[config.mk]
export PLATFORM = sky130hd
export DESIGN_NAME = fifo_drain_ctrl
export DESIGN_NICKNAME = d
export VERILOG_FILES = /design/src/rtl/fifo_drain_ctrl.sv
export SDC_FILE = /design/constraint.sdc
export NUM_CORES = 1
export LEC_CHECK = 0
export BUFFER_PORTS_ARGS = -buffer_cell sky130_fd_sc_hd__buf_2
export CAP_MARGIN = 20
export CORE_AREA = 2 2 39 41
export CTS_BUF_LIST = sky130_fd_sc_hd__clkbuf_4
export DETAILED_ROUTE_END_ITERATION = 12
export DIE_AREA = 0 0 41 43
export PLACE_DENSITY = 0.5
export SLEW_MARGIN = 20
export SYNTH_ARGS = -nofsm -noshare
export SYNTH_HDL_FRONTEND = slang
export SYNTH_SLANG_ARGS = --single-unit
[constraint.sdc]
create_clock -name clk -period 1.3 [get_ports clk]
set_input_delay 0.065 -clock clk [delete_from_list [all_inputs] [get_ports clk]]
set_output_delay 0.065 -clock clk [all_outputs]
set_load 0.01 [all_outputs]
[src/rtl/fifo_drain_ctrl.sv]
// Drain controller between an rx FIFO and the UART tx: watermark
// start/stop, paced single-word pops, optional FILL timeout flush.
// Optional timeout: define DRAIN_TIMEOUT_EN to build the FILL timer.
// Ports: clk, reset_n (async low); occ, fifo_full, fifo_empty,
// tx_ready in; rd_en, draining, flush_evt, ovf out (all registered).
module fifo_drain_ctrl #(
  parameter int CNT_W   = 5,
  parameter int HI_MARK = 16,
  parameter int LO_MARK = 0,
  parameter int TIMEOUT = 1000,
  parameter int TO_W    = 16
) (
  input  logic             clk,
  input  logic             reset_n,
  input  logic [CNT_W-1:0] occ,
  input  logic             fifo_full,
  input  logic             fifo_empty,
  input  logic             tx_ready,
  output logic             rd_en,
  output logic             draining,
  output logic             flush_evt,
  output logic             ovf
);

  typedef enum logic [2:0] {
    S_IDLE,
    S_FILL,
    S_DRAIN,
    S_POP,
    S_GAP
  } state_t;

  localparam logic [CNT_W-1:0] HI_C = CNT_W'(HI_MARK);
  localparam logic [CNT_W-1:0] LO_C = CNT_W'(LO_MARK);
  localparam bit LO_EN = (LO_MARK > 0);

  state_t r_state;
  state_t w_next;
  logic   w_flush;
  logic   w_hi;
  logic   w_lo;
  logic   w_to;
  logic   w_drn;

  logic r_rd_en;
  logic r_draining;
  logic r_flush;
  logic r_ovf;

  assign w_hi = (occ >= HI_C) || fifo_full;
  assign w_lo = LO_EN && (occ <= LO_C);

`ifdef DRAIN_TIMEOUT_EN
  localparam logic [TO_W-1:0] TO_LAST = TO_W'(TIMEOUT - 1);

  logic [TO_W-1:0] r_timer;
  logic [TO_W-1:0] w_timer_nxt;

  assign w_to = (r_timer == TO_LAST);

  // Counts only while staying in FILL; any entry
  // into FILL (or leaving it) restarts from 0.
  always_comb begin
    w_timer_nxt = '0;
    if (r_state == S_FILL && w_next == S_FILL) begin
      if (&r_timer) w_timer_nxt = r_timer;
      else          w_timer_nxt = r_timer + 1'b1;
    end
  end

  always_ff @(posedge clk or negedge reset_n) begin
    if (!reset_n) r_timer <= '0;
    else          r_timer <= w_timer_nxt;
  end
`else
  assign w_to = 1'b0;
`endif

  always_comb begin
    w_next  = r_state;
    w_flush = 1'b0;
    unique case (r_state)
      S_IDLE: begin
        if (!fifo_empty) w_next = S_FILL;
      end
      S_FILL: begin
        if (fifo_empty) begin
          w_next = S_IDLE;
        end else if (w_hi) begin
          w_next = S_DRAIN;
        end else if (w_to) begin
          w_next  = S_DRAIN;
          w_flush = 1'b1;
        end
      end
      S_DRAIN: begin
        if (fifo_empty)    w_next = S_IDLE;
        else if (w_lo)     w_next = S_FILL;
        else if (tx_ready) w_next = S_POP;
      end
      S_POP:   w_next = S_GAP;
      S_GAP:   w_next = S_DRAIN;
      default: w_next = S_IDLE;
    endcase
  end

  assign w_drn = (w_next == S_DRAIN) ||
                 (w_next == S_POP) ||
                 (w_next == S_GAP);

  // Outputs are decoded from the next state and
  // registered with it, so they track r_state.
  always_ff @(posedge clk or negedge reset_n) begin
    if (!reset_n) begin
      r_state    <= S_IDLE;
      r_rd_en    <= 1'b0;
      r_draining <= 1'b0;
      r_flush    <= 1'b0;
      r_ovf      <= 1'b0;
    end else begin
      r_state    <= w_next;
      r_rd_en    <= (w_next == S_POP);
      r_draining <= w_drn;
      r_flush    <= w_flush;
      if (fifo_full &&
          (r_state == S_IDLE || r_state == S_FILL))
        r_ovf <= 1'b1;
    end
  end

  assign rd_en     = r_rd_en;
  assign draining  = r_draining;
  assign flush_evt = r_flush;
  assign ovf       = r_ovf;

endmodule

# Yosys cells after proc, flatten, opt, wreduce, memory -nomap -nowiden

Index checks and enable logic that the tools add are counted.

Register bits after elaboration: 6
Input port bits: 10
Logic and storage cells: 24

$lt $le $gt $ge: 1
Equal/unequal tests: 7
Muxes and demuxes: 6
Reduce and logical (&&, ||, !) cells: 6

Operator list:

| kind                                                     | count |
|---|---|
| two-way mux 3 bit                                        | 5 |
| case mux 3 bit (5 select lines)                          | 1 |
| equality test 3 x 2 -> 1 bit, second input constant      | 4 |
| equality test 3 bit, second input constant               | 2 |
| greater-or-equal comparator 5 bit, second input constant | 1 |
| logical OR 1 bit                                         | 4 |
| equality test 3 x 1 -> 1 bit, second input constant      | 1 |
| zero test 3 bit                                          | 1 |
| logical AND 1 bit                                        | 1 |

# Logic depth before layout (Yosys ltp)

Depth after elaboration: 8
Depth in mapped cells: 3
Gate-level depth less buffers: 3

# Worst setup path after synthesis

Ideal clock, no wire load.

Kind: register to register
Start: register r_state[1]
End: register r_state[1]
Library setup time: 0.121 ns
Arrival time: 0.761 ns
Required time: 1.179 ns
Setup slack: 0.418 ns
Stages on the path, launching flop included: 4
Clock period less this slack: 0.882 ns
Cell sequence: dfrtp_1 > o21bai_1 > mux2i_1 > a22o_1

Longest elaborated chain between the ends: 3

RTL lines:

| item                                 | RTL line | RTL |
|---|---|---|
| start, declared                      | 37       | `state_t r_state;` |
| start signal, assigned               | 121      | `r_state <= w_next;` |
| two-way mux 3 bit (on tied branches) | 99, 89   |  |
| two-way mux 3 bit (on tied branches) | 97, 87   |  |
| case mux 3 bit (5 select lines) *    | 82       | `unique case (r_state)` |
| net w_next[1]                        | 38       | `state_t w_next;` |

Mark *: on every way through the listed nets, which the timed path passes. The rest lies on a longest branch.
A chain may end at the register's enable or synchronous reset.

# Worst setup path after layout

Ends and elaborated chain as after synthesis.

==> results.toml <==
[status]
status = "finished clean"

[layout]
fin_nets = 50
fill_cells = 145
mostFrequentLayoutCells = "buf_2 (8), dfrtp_1 (6), nor2_1 (4), clkbuf_4 (3)"
diodes = 0
layout_commonest_cell = "buf_2"
area_growth_syn_to_layout_pct = 31.6
drive_gt1_share_pct = 31.6
fin_cells = 54

[floorplanning]
rows = 14
io_pins = 14
die-area_um2 = 1760
die_w_um = 41
initial_utilization_pct = 19.4
core_um2 = 1380
die_h_um = 43

[global_routing]
grt_max_degree = 8
antenna_found_initial = 0
grt_pass1_vias = 204
grt_pass1_wl_um = 855
grt_usage_pct = 8.57
overflow = 0

[power]
power_density_nw_per_um2 = 1720
ir_drop_v = 0.000486
leakage_nw = 0.178

[worst_hold_path]
holdPathStages = 2
worstHoldPathType = "input pin to register"

[timing]
final_max_slew_viol_count = 0
fin_ws_ns = 0.328
setup_viol_count_final = 0
fmax_ghz = 1.03
period_needed_ns = 0.972
finalHoldViolations = 0
fin_crit_sh_pct = 74.8
rsz0062_at_grt = "false"
worst_clock_skew_ns = 0.00219
finalSetupTns_ns = 0

[critical_path]
crit_path_end_kind = "register"
critical_path.max_fanout = 7
crit_arrival_ns = 1.11
crit_type = "register to register"
reg2reg_depth = 3
required_ns = 1.43
critPathLaunchType = "register"

[route]
num_vias = 222
via_per_inst = 4.11
drtIter0Drc = 1
first_pass_iters = 4
avgRoutedWirePerCell_um = 9.31
ant_nets = 0
drc = 0
finalWirelength_um = 503

[yosys]
syn_nets = 37
yosysUniqueCellTypes = 17
ys_seq_area_share_pct = 55.8
ys_seq_elements = 6
yosysWarnings = 0
syn_inst = 27
syn_area_per_cell_um2 = 9.96
syn_area_um2 = 269

[cts]
cts_tree = "built"
cts_setup_buffers = 0
root_buffer = "clkbuf_4"
cts.clk_slew.worst_paths_ns = 0.04
htree_levels = 1
clkSinkCount = 6
numCtsBuffers = 3
clk_latency_ns = 0.25
cts_buffer_depth = 2

[place]
dp_cells = 50
gp_congestion = 0.725
dp_slack_ns = 0.338
io_buffers = 8

[job]
drv_cap = 0
==> logic make-up (layout without fill, tap and decap cells) <==
logic type / count (synthesis) / count (layout) / synth area share (%)
other: 1 / 1 / 1.39
multiplexers: 1 / 1 / 3.72
buffers and inverters: 2 / 13 / 4.19
flip-flops: 6 / 6 / 55.8
AND/OR/NAND/NOR: 11 / 11 / 20.5
AO/OA/AOI/OAI: 6 / 6 / 14.4
==> state kept, by name, indices dropped and copies added, names as in the netlist <==
| signal | cells |
|---|---|
| r_state | 3 |
| ovf | 1 |
| rd_en | 1 |
| draining | 1 |
==> per-stage QoR <==
step | utilization [%] | power, mW | hold WS [ns] | instance area [um^2]
floorplan | - | 0.384 | -0.231 | 269
global placement | 23.2 | 0.434 | -0.104 | 322
detailed placement | 23.2 | 0.435 | -0.103 | 322
CTS | 25.6 | 0.619 | 0.00467 | 354
global route | 25.6 | 0.669 | 0.00386 | 354
finish | 25.6 | 0.607 | 0.0109 | 354
==> power by group <==
group	total, mW	internal [mW]	leakage [nW]	switching [mW]
clock	0.174	0.105	0.0138	0.0695
combinational	0.156	0.0792	0.0895	0.0763
sequential	0.278	0.230	0.0749	0.0476
==> metal layers <==
layer  routed length [um]  part of all wire [%]  up-vias  track usage [%]
li1                     -                     -      114                -
met1                  233                    46       94             9.12
met2                  183                    36       12             9.38
met3                   76                    15        2             9.42
met4                    9                   1.8        0             6.00
met5                    0                     0        -                0
==> repair_timing <==
action	4_1_cts	5_1_grt
hold endpoints to repair	6	0
hold buffers	1	0
gates resized for setup	0	0
==> worst paths after layout <==
| check | start | endpoint | slack (ns) |
|---|---|---|---|
| max | r_state[1] | r_state[1] | 0.33 |
| min | fifo_empty | r_state[0] | 0.01 |
| max reg2reg | r_state[1] | r_state[1] | 0.33 |
| min reg2reg | ovf | ovf | 0.45 |
| max in group asynchronous | reset_n | r_state[2] | 0.99 |
| min in group asynchronous | reset_n | r_state[1] | 0.17 |
==> cells in the mapped netlist (all sizes together) <==
cell type | instances | area [um^2]
conb | 1 | 3.75
a22o | 1 | 8.76
mux2i | 1 | 10.0
o21bai | 1 | 7.51
nor2 | 4 | 15.0
a21oi | 1 | 5.00
nand2 | 2 | 7.51
dfrtp | 6 | 150
inv | 1 | 3.75
and3 | 2 | 13.8
nor3 | 1 | 5.00
nand3b | 1 | 7.51
nor2b | 1 | 6.26
a21o | 1 | 7.51
o21ai | 2 | 10.0
buf | 1 | 7.51
==> cell type report <==
type | instances | area, um^2 | area share, %
flip-flops and latches | 6 | 150 | 42.4
multi-input cells | 19 | 108 | 30.4
repair buffers | 9 | 50.0 | 14.1
clock buffers | 3 | 22.5 | 6.36
well taps | 16 | 20.0 | 5.65
inverters | 1 | 3.75 | 1.06
==> worst max-delay path, cell delays in order, from the launching register on <==
cell and delay [ns]:
dfrtp_1 0.43, o21bai_1 0.14, mux2i_1 0.09, a22o_1 0.20
Power figures use the tool's default switching activity.
